--- src/rtl/fir_stream_pkg.sv ---
// Shared defaults and state encoding for the FIR stream feeder.
package fir_stream_pkg;

  localparam int unsigned DwDefault       = 18;
  localparam int unsigned DepthDefault    = 8;
  localparam int unsigned FlushLenDefault = 16;
  localparam int unsigned CntWDefault     = 16;

  typedef enum logic {
    StStream,
    StFlush
  } feeder_state_e;

endpackage

--- src/rtl/stream_fifo.sv ---
// Synchronous FIFO with registered pointers and an occupancy count; head is the oldest entry.
module stream_fifo #(
  parameter int unsigned WIDTH = 19,
  parameter int unsigned DEPTH = 8
) (
  input  logic             clk,
  input  logic             reset,
  input  logic             push,
  input  logic             pop,
  input  logic [WIDTH-1:0] wdata,
  output logic [WIDTH-1:0] head,
  output logic             full,
  output logic             empty
);

  localparam int unsigned AW = $clog2(DEPTH);

  logic [WIDTH-1:0] mem_q [DEPTH];
  logic [AW-1:0]    wr_ptr_q, wr_ptr_d;
  logic [AW-1:0]    rd_ptr_q, rd_ptr_d;
  logic [AW:0]      count_q, count_d;
  logic             do_push, do_pop;

  assign full    = (count_q == (AW+1)'(DEPTH));
  assign empty   = (count_q == '0);
  // A push while full is dropped even if a pop frees a slot in the same cycle.
  assign do_push = push & ~full;
  assign do_pop  = pop & ~empty;
  assign head    = mem_q[rd_ptr_q];

  always_comb begin
    wr_ptr_d = wr_ptr_q;
    rd_ptr_d = rd_ptr_q;
    count_d  = count_q;
    if (do_push) wr_ptr_d = wr_ptr_q + AW'(1);
    if (do_pop)  rd_ptr_d = rd_ptr_q + AW'(1);
    unique case ({do_push, do_pop})
      2'b10:   count_d = count_q + (AW+1)'(1);
      2'b01:   count_d = count_q - (AW+1)'(1);
      default: count_d = count_q;
    endcase
  end

  always_ff @(posedge clk or posedge reset) begin
    if (reset) begin
      wr_ptr_q <= '0;
      rd_ptr_q <= '0;
      count_q  <= '0;
    end else begin
      wr_ptr_q <= wr_ptr_d;
      rd_ptr_q <= rd_ptr_d;
      count_q  <= count_d;
    end
  end

  always_ff @(posedge clk) begin
    if (do_push) mem_q[wr_ptr_q] <= wdata;
  end

endmodule

--- src/rtl/fir_stream_feeder.sv ---
// Feeds buffered samples into a pipelined FIR and appends zero samples after each burst
// so the final result drains; the filter only advances on a real or flush sample.
module fir_stream_feeder
  import fir_stream_pkg::*;
#(
  parameter int unsigned DW        = DwDefault,
  parameter int unsigned DEPTH     = DepthDefault,
  parameter int unsigned FLUSH_LEN = FlushLenDefault,
  parameter int unsigned CNT_W     = CntWDefault
) (
  input  logic                 clk,
  input  logic                 reset,
  input  logic                 s_valid,
  output logic                 s_ready,
  input  logic signed [DW-1:0] s_data,
  input  logic                 s_last,
  input  logic                 m_ready,
  output logic                 fir_clk_ena,
  output logic                 fir_i_valid,
  output logic signed [DW-1:0] fir_i_in,
  output logic                 flushing,
  output logic                 flush_done,
  output logic [CNT_W-1:0]     samples_sent
);

  localparam int unsigned FcW = $clog2(FLUSH_LEN + 1);

  feeder_state_e  state_q, state_d;
  logic [FcW-1:0] flush_cnt_q, flush_cnt_d;
  logic           flush_done_q, flush_done_d;
  logic [CNT_W-1:0] samples_sent_q, samples_sent_d;

  logic [DW:0]    fifo_head;
  logic [DW-1:0]  head_data;
  logic           head_last;
  logic           fifo_full, fifo_empty;
  logic           push, pop;

  assign s_ready   = ~fifo_full;
  assign push      = s_valid & s_ready;
  assign pop       = (state_q == StStream) & fir_clk_ena;
  assign head_data = fifo_head[DW-1:0];
  assign head_last = fifo_head[DW];

  stream_fifo #(
    .WIDTH(DW + 1),
    .DEPTH(DEPTH)
  ) u_fifo (
    .clk  (clk),
    .reset(reset),
    .push (push),
    .pop  (pop),
    .wdata({s_last, s_data}),
    .head (fifo_head),
    .full (fifo_full),
    .empty(fifo_empty)
  );

  always_comb begin
    fir_clk_ena = 1'b0;
    fir_i_valid = 1'b0;
    fir_i_in    = '0;
    unique case (state_q)
      StStream: begin
        fir_clk_ena = m_ready & ~fifo_empty;
        fir_i_valid = ~fifo_empty;
        fir_i_in    = fifo_empty ? '0 : head_data;
      end
      StFlush: fir_clk_ena = m_ready;
      default: ;
    endcase
  end

  always_comb begin
    state_d        = state_q;
    flush_cnt_d    = flush_cnt_q;
    flush_done_d   = 1'b0;
    samples_sent_d = samples_sent_q;
    unique case (state_q)
      StStream: begin
        if (pop) begin
          samples_sent_d = samples_sent_q + CNT_W'(1);
          if (head_last) begin
            state_d     = StFlush;
            flush_cnt_d = FcW'(FLUSH_LEN);
          end
        end
      end
      StFlush: begin
        // Counter only moves on enabled cycles, so a stall cannot shorten the flush.
        if (m_ready) begin
          flush_cnt_d = flush_cnt_q - FcW'(1);
          if (flush_cnt_q == FcW'(1)) begin
            state_d      = StStream;
            flush_done_d = 1'b1;
          end
        end
      end
      default: state_d = StStream;
    endcase
  end

  always_ff @(posedge clk or posedge reset) begin
    if (reset) begin
      state_q        <= StStream;
      flush_cnt_q    <= '0;
      flush_done_q   <= 1'b0;
      samples_sent_q <= '0;
    end else begin
      state_q        <= state_d;
      flush_cnt_q    <= flush_cnt_d;
      flush_done_q   <= flush_done_d;
      samples_sent_q <= samples_sent_d;
    end
  end

  assign flushing     = (state_q == StFlush);
  assign flush_done   = flush_done_q;
  assign samples_sent = samples_sent_q;

endmodule

--- config.mk ---
export PLATFORM = sky130hd
export DESIGN_NAME = fir_stream_feeder
export DESIGN_NICKNAME = d
export VERILOG_FILES = /design/src/rtl/fir_stream_pkg.sv /design/src/rtl/stream_fifo.sv /design/src/rtl/fir_stream_feeder.sv
export SDC_FILE = /design/constraint.sdc
export NUM_CORES = 1
export LEC_CHECK = 0
export ABC_AREA = 1
export CORE_ASPECT_RATIO = 0.75
export CORE_UTILIZATION = 40
export DETAILED_ROUTE_END_ITERATION = 10
export GPL_ROUTABILITY_DRIVEN = 0
export PLACE_DENSITY = 0.64
export SLEW_MARGIN = 30
export SYNTH_ARGS = -nofsm -noshare
export SYNTH_HDL_FRONTEND = slang
export SYNTH_SLANG_ARGS = --single-unit
--- constraint.sdc ---
create_clock -name clk -period 3.7 [get_ports clk]
set_input_delay 0.74 -clock clk [delete_from_list [all_inputs] [get_ports clk]]
set_output_delay 0.74 -clock clk [all_outputs]
set_load 0.01 [all_outputs]
# After elaboration in Yosys (flattened, before gate mapping)

Memory sizes are Yosys's and may differ from the RTL's.
Cells that the tools add are included.

Memories: 1
Bits in registers: 33
Input port bits: 23
Memory bits (writable): 152

Eq/ne operators: 7
Muxes and demuxes: 19
Bitwise operators: 8
Reductions and logical operators: 4
$add $sub $neg: 6

Memory list:

| name         | words | width | rd ports | clocked after memory_dff | write ports | RTL line          | source |
|---|---|---|---|---|---|---|---|
| u_fifo.mem_q | 8     | 19    | 1        | 0                        | 1           | stream_fifo.sv:18 | `logic [WIDTH-1:0] mem_q [DEPTH];` |

Operator list:

| kind                    | number |
|---|---|
| $mux W18                | 2 |
| $add A16 B1 Y16 const B | 1 |
| $mux W5                 | 3 |
| $mux W1                 | 10 |
| $pmux W5 S2             | 1 |
| $pmux W4 S2             | 1 |
| $add A3 B1 Y3 const B   | 2 |
| $and A1 B1 Y1           | 5 |
| $eq A5 B1 Y1 const B    | 1 |
| $sub A5 B1 Y5 const B   | 1 |
| $add A4 B1 Y4 const B   | 1 |
| $eq A4 B4 Y1 const B    | 1 |
| $logic_not A4 Y1        | 1 |
| $ne A2 B2 Y1 const B    | 2 |
| $pmux W1 S2             | 2 |
| $sub A4 B1 Y4 const B   | 1 |
| $not A1 Y1              | 3 |
| $reduce_and A3 Y1       | 1 |
| $eq A2 B1 Y1 const B    | 1 |
| $eq A2 B2 Y1 const B    | 1 |
| $ne A2 B1 Y1 const B    | 1 |
| $reduce_and A2 Y1       | 1 |
| $reduce_bool A2 Y1      | 1 |

# Logic depth before layout (Yosys ltp)

Gate-level depths: netlist of run 1.

Word-level depth: 8
Mapped depth: 12

# Modules after synthesis

A second synthesis of run 1 with hierarchy kept.

Cells, all modules: 927
Area, all modules: 8,510.7 um^2

Modules (own cells, without submodules):

| module            | seq. area each (um^2) | area each (um^2) | cells an instance | instances |
|---|---|---|---|---|
| stream_fifo       | 4,814.6               | 7,151.9          | 738               | 1 |
| fir_stream_feeder | 575.6                 | 1,358.8          | 189               | 1 |

# Least setup slack after synthesis of run 1

Ideal clock, no wire load.

Path type: input port to flip-flop
Start point: in s_valid
End point: mem u_fifo.mem_q[0][0] (enable)
Arrival: 1.994 ns
Slack: 1.312 ns
Stages on the path: 3
Data required time: 3.305 ns
Library setup time: 0.395 ns
Cell sequence: nand2_1 or2_2 nor2_1

Cells in the longest elaborated chain, start to end: 4

RTL lines:

| item                          | RTL line                | source |
|---|---|---|
| from (decl)                   | fir_stream_feeder.sv:13 | `input logic s_valid,` |
| $and A1 B1 Y1                 | fir_stream_feeder.sv:40 | `assign push = s_valid & s_ready;` |
| $and A1 B1 Y1                 | stream_fifo.sv:27       | `assign do_push = push & ~full;` |
| $mux W1                       | stream_fifo.sv:57       | `if (do_push) mem_q[wr_ptr_q] <= wdata;` |
| $mux W1 (implied by the code) | stream_fifo.sv:57       |  |
| to (decl)                     | stream_fifo.sv:18       |  |

No other way between the ends.

# Final worst setup path of run 1

Start point: reg u_fifo.rd_ptr_q[0]
End point: out fir_i_in[17]

Cells in the longest elaborated chain, start to end: 3

RTL lines:

| item                   | RTL line                | source |
|---|---|---|
| from (decl)            | stream_fifo.sv:20       | `logic [AW-1:0] rd_ptr_q, rd_ptr_d;` |
| from (signal assigned) | stream_fifo.sv:51       | `rd_ptr_q <= rd_ptr_d;` |
| $mem_v2 Z8 W19         | --                      |  |
| $mux W18               | fir_stream_feeder.sv:67 | `fir_i_in = fifo_empty ? '0 : head_data;` |
| $mux W18               | fir_stream_feeder.sv:63 | `unique case (state_q)` |
| to (decl)              | fir_stream_feeder.sv:20 | `output logic signed [DW-1:0] fir_i_in,` |

No other way between the ends.

==> results.toml, run 1 <==
[run_status]
outcome = "finished, final reports clean"

[yosys]
synth.area.mux_share_pct = 0
synth_fa_ha_area_share_pct = 1.27
synthSimpleGateAreaFrac_pct = 14.3
synth_area_per_cell_um2 = 11.6
yosysSeqAreaShare_pct = 68.6
synth-xor-area-share_pct = 2.10
synthCells = 679
synth_top_family_by_area = "simple AND/OR/NAND/NOR gates"
synth_cell_types = 33
ys_warn_count = 0
ys_ff_latch = 185
synthesis.nets = 710
synth-compound-area-share_pct = 9.38
synth_area_um2 = 7860

[sta]
setup_viol = 0
slew_viol_final = 0
rsz0062_at_grt = "no"
period_needed_ns = 3.40
max_freq_mhz = 294
setup_ws_ns = 0.297
maxSlewHeadroom_pct = 49.6
worst_pin_slew_ns = 0.757
fin_setup_tns_ns = 0
period_share_pct = 92.0
finClkSkew_ns = 0.00930
timing.hold.ws_ns = 0.521
hold_viol = 0

[place]
place_inst = 976
placed_cell_area_um2 = 8770
pre_cts_ws_ns = 0.646
io_buffers = 61
hpwl_um = 10300

[power_and_ir_drop]
peakVddDrop_uv = 346
powerDensity_nw_per_um2 = 785
power_leakage_nw = 3.43

[global_routing]
grt_usage_pct = 17.4
overflow = 0
antenna_found_initial = 0
grt_max_degree = 79
grt_pass1_wl_um = 26500
grt_pass1_vias = 4918

[setup_path]
path_max_fanout = 78
required_ns = 2.96
cp.arrival_ns = 2.66
cp-start-kind = "register"
endpoint_kind = "output pin"
path_class = "reg2out"

[final_layout]
drive_above_1_share_pct = 9.07
antenna_cells = 0
final_area_um2 = 9350
fin_nets = 779
fillers = 1618
syn_to_final_growth_pct = 19.0
instances_no_fill = 1008

[clocking]
clkSlewWorstSetupHoldPaths_ns = 0.06
cts_resized = 0
clk_latency_ns = 0.42
post_cts_buffers = 0
cts_buffers = 17
clockRootBuffer = "clkbuf_16"
hold_buffers = 0
cts_tree = "yes"
clk_path_buf_depth = 2
cts_sinks = 185
cts_htree_levels = 4

[floorplan]
dieArea_um2 = 20200
dieHeight_um = 123
coreArea_um2 = 18900
row_count = 43
start_util_pct = 41.6
die_x_um = 164
io_pins = 62

[routing]
wl_per_cell_um = 16.2
drt_pass1_iterations = 4
viasPerCell = 5.02
drc = 0
drt_iter0_drc = 401
vias = 5062
final_antenna_net_count = 0
wirelength_um = 16300

[worst_hold_path]
min_path_type = "reg2reg"

[run]
drv_cap = 0
path summary, 6_finish.rpt:
path	from	endpoint	slack [ns]	cells past startpoint
max reg2reg	flushing$_DFF_PP0_	u_fifo.count_q[2]$_DFFE_PP0P_	1.40	9
max in group asynchronous	reset	flush_cnt_q[0]$_DFFE_PP0P_	2.31	3
max	u_fifo.rd_ptr_q[0]$_DFFE_PP0P_	fir_i_in[17]	0.30	6
min reg2reg	u_fifo.count_q[3]$_DFFE_PP0P_	u_fifo.count_q[3]$_DFFE_PP0P_	0.52	2
min in group asynchronous	reset	samples_sent[7]$_DFFE_PP0P_	0.72	2
min	u_fifo.count_q[3]$_DFFE_PP0P_	u_fifo.count_q[3]$_DFFE_PP0P_	0.52	2
layout by cell type, fill, tap and decap left out, types with 3 or more instances in the layout:
| cell type | instances |
|---|---|
| clkdlybuf4s50_1 | 61 |
| o21ai_1 | 51 |
| clkinv_2 | 3 |
| nor3_1 | 6 |
| nor2_2 | 6 |
| inv_1 | 34 |
| bufinv_16 | 3 |
| clkbuf_16 | 17 |
| clkinv_1 | 3 |
| nand2_2 | 4 |
| nand4_1 | 9 |
| o21ai_0 | 47 |
| buf_4 | 17 |
| inv_2 | 3 |
| a21oi_1 | 3 |
| o22ai_1 | 36 |
| nand2_1 | 80 |
| nor2_1 | 125 |
| edfxtp_1 | 152 |
| dfrtp_1 | 32 |
| nand3_1 | 22 |
| ha_1 | 8 |
| buf_12 | 3 |
| xor2_1 | 15 |
flip-flops by register name, summed over array words and instances, names as in the netlist:
signal and flops:
flush_done 1, flushing 1, u_fifo.mem_q 152, flush_cnt_q 5, u_fifo.wr_ptr_q 3, u_fifo.rd_ptr_q 3, samples_sent 16, u_fifo.count_q 4
routing by layer:
| layer | global-route usage (%) | vias to the layer above | routed length, um |
|---|---|---|---|
| met1 | 24.4 | 2431 | 7910 |
| met2 | 27.8 | 97 | 7600 |
| met5 | 0 | - | 0 |
| met3 | 3.59 | 4 | 761 |
| li1 | - | 2530 | - |
| met4 | 4.46 | 0 | 72 |
critical path: stages, from the launching register on:
cell and delay, ns:
dfrtp_2 0.36, buf_4 0.60, o21ai_0 0.21, o22ai_1 0.19
o21ai_0 0.11, nor2_1 0.18, clkdlybuf4s50_1 0.56
cell families (layout without fill, tap and decap cells):
| group | count (synthesis) | in the layout |
|---|---|---|
| compound gates | 138 | 138 |
| simple gates | 262 | 262 |
| buf+inv | 68 | 150 |
| flops | 185 | 185 |
| fa+ha+maj | 8 | 8 |
| xor+xnor | 18 | 18 |
stage by stage:
stage | power [mW] | util, %
finish | 7.34 | 49.5
global route | 7.83 | 49.5
CTS | 7.41 | 49.5
detailed placement | 5.62 | 46.4
global placement | 5.53 | 46.4
floorplan | 4.66 | -
layout make-up:
type                       instances  area (um^2)  share of cell area [%]
clock inverter                    13          150                    1.61
clock buffer                      19          433                    4.63
sequential                       185         5390                    57.6
timing repair buffer              81          798                    8.54
inverter                          37          139                    1.48
multi-input combinational        426         2130                    22.8
tap                              247          309                    3.30
cells in the mapped netlist:
master	instances	area (um^2)
a31oi_1	1	6.26
o21ai_1	51	255
clkbuf_1	7	26.3
o22ai_1	36	225
nand3b_1	1	7.51
xor2_1	15	131
nor2_1	129	484
o21ai_0	47	235
ha_1	8	100
a21oi_1	3	15.0
xnor2_1	2	17.5
nand3_2	2	20.0
or2_2	2	12.5
xnor2_2	1	16.3
nand3_1	22	110
and2_1	1	6.26
nand4_1	9	56.3
nand3_4	1	17.5
and3_1	1	6.26
buf_4	4	30.0
nor3_1	6	30.0
nand2_1	80	300
inv_2	3	11.3
buf_6	8	90.1
nand2_4	1	11.3
clkbuf_2	1	5.00
nor2_2	2	12.5
nand2_2	4	25.0
buf_2	11	55.1
edfxtp_1	152	4560
inv_1	34	128
nor2_8	1	20.0
dfrtp_1	33	826
power breakdown:
group | total, mW | leakage, nW | internal (mW) | switching [mW]
clock | 1.80 | 0.284 | 1.06 | 0.738
sequential | 2.86 | 1.78 | 2.66 | 0.201
combinational | 2.69 | 1.37 | 1.03 | 1.66
Power figures use the tool's default switching activity.
==> inputs of run 2 (changes only) <==
Settings changed: SLEW_MARGIN 30 to default.
==> results of run 2 <==
Same layout as run 1: the final DEF is identical, and so are final timing and power.
==> inputs of run 3 (changes only) <==
Settings changed: CTS_CLUSTER_DIAMETER from default to 60.
==> results of run 3 <==
Same layout as run 1: the final DEF is identical, and so are final timing and power.
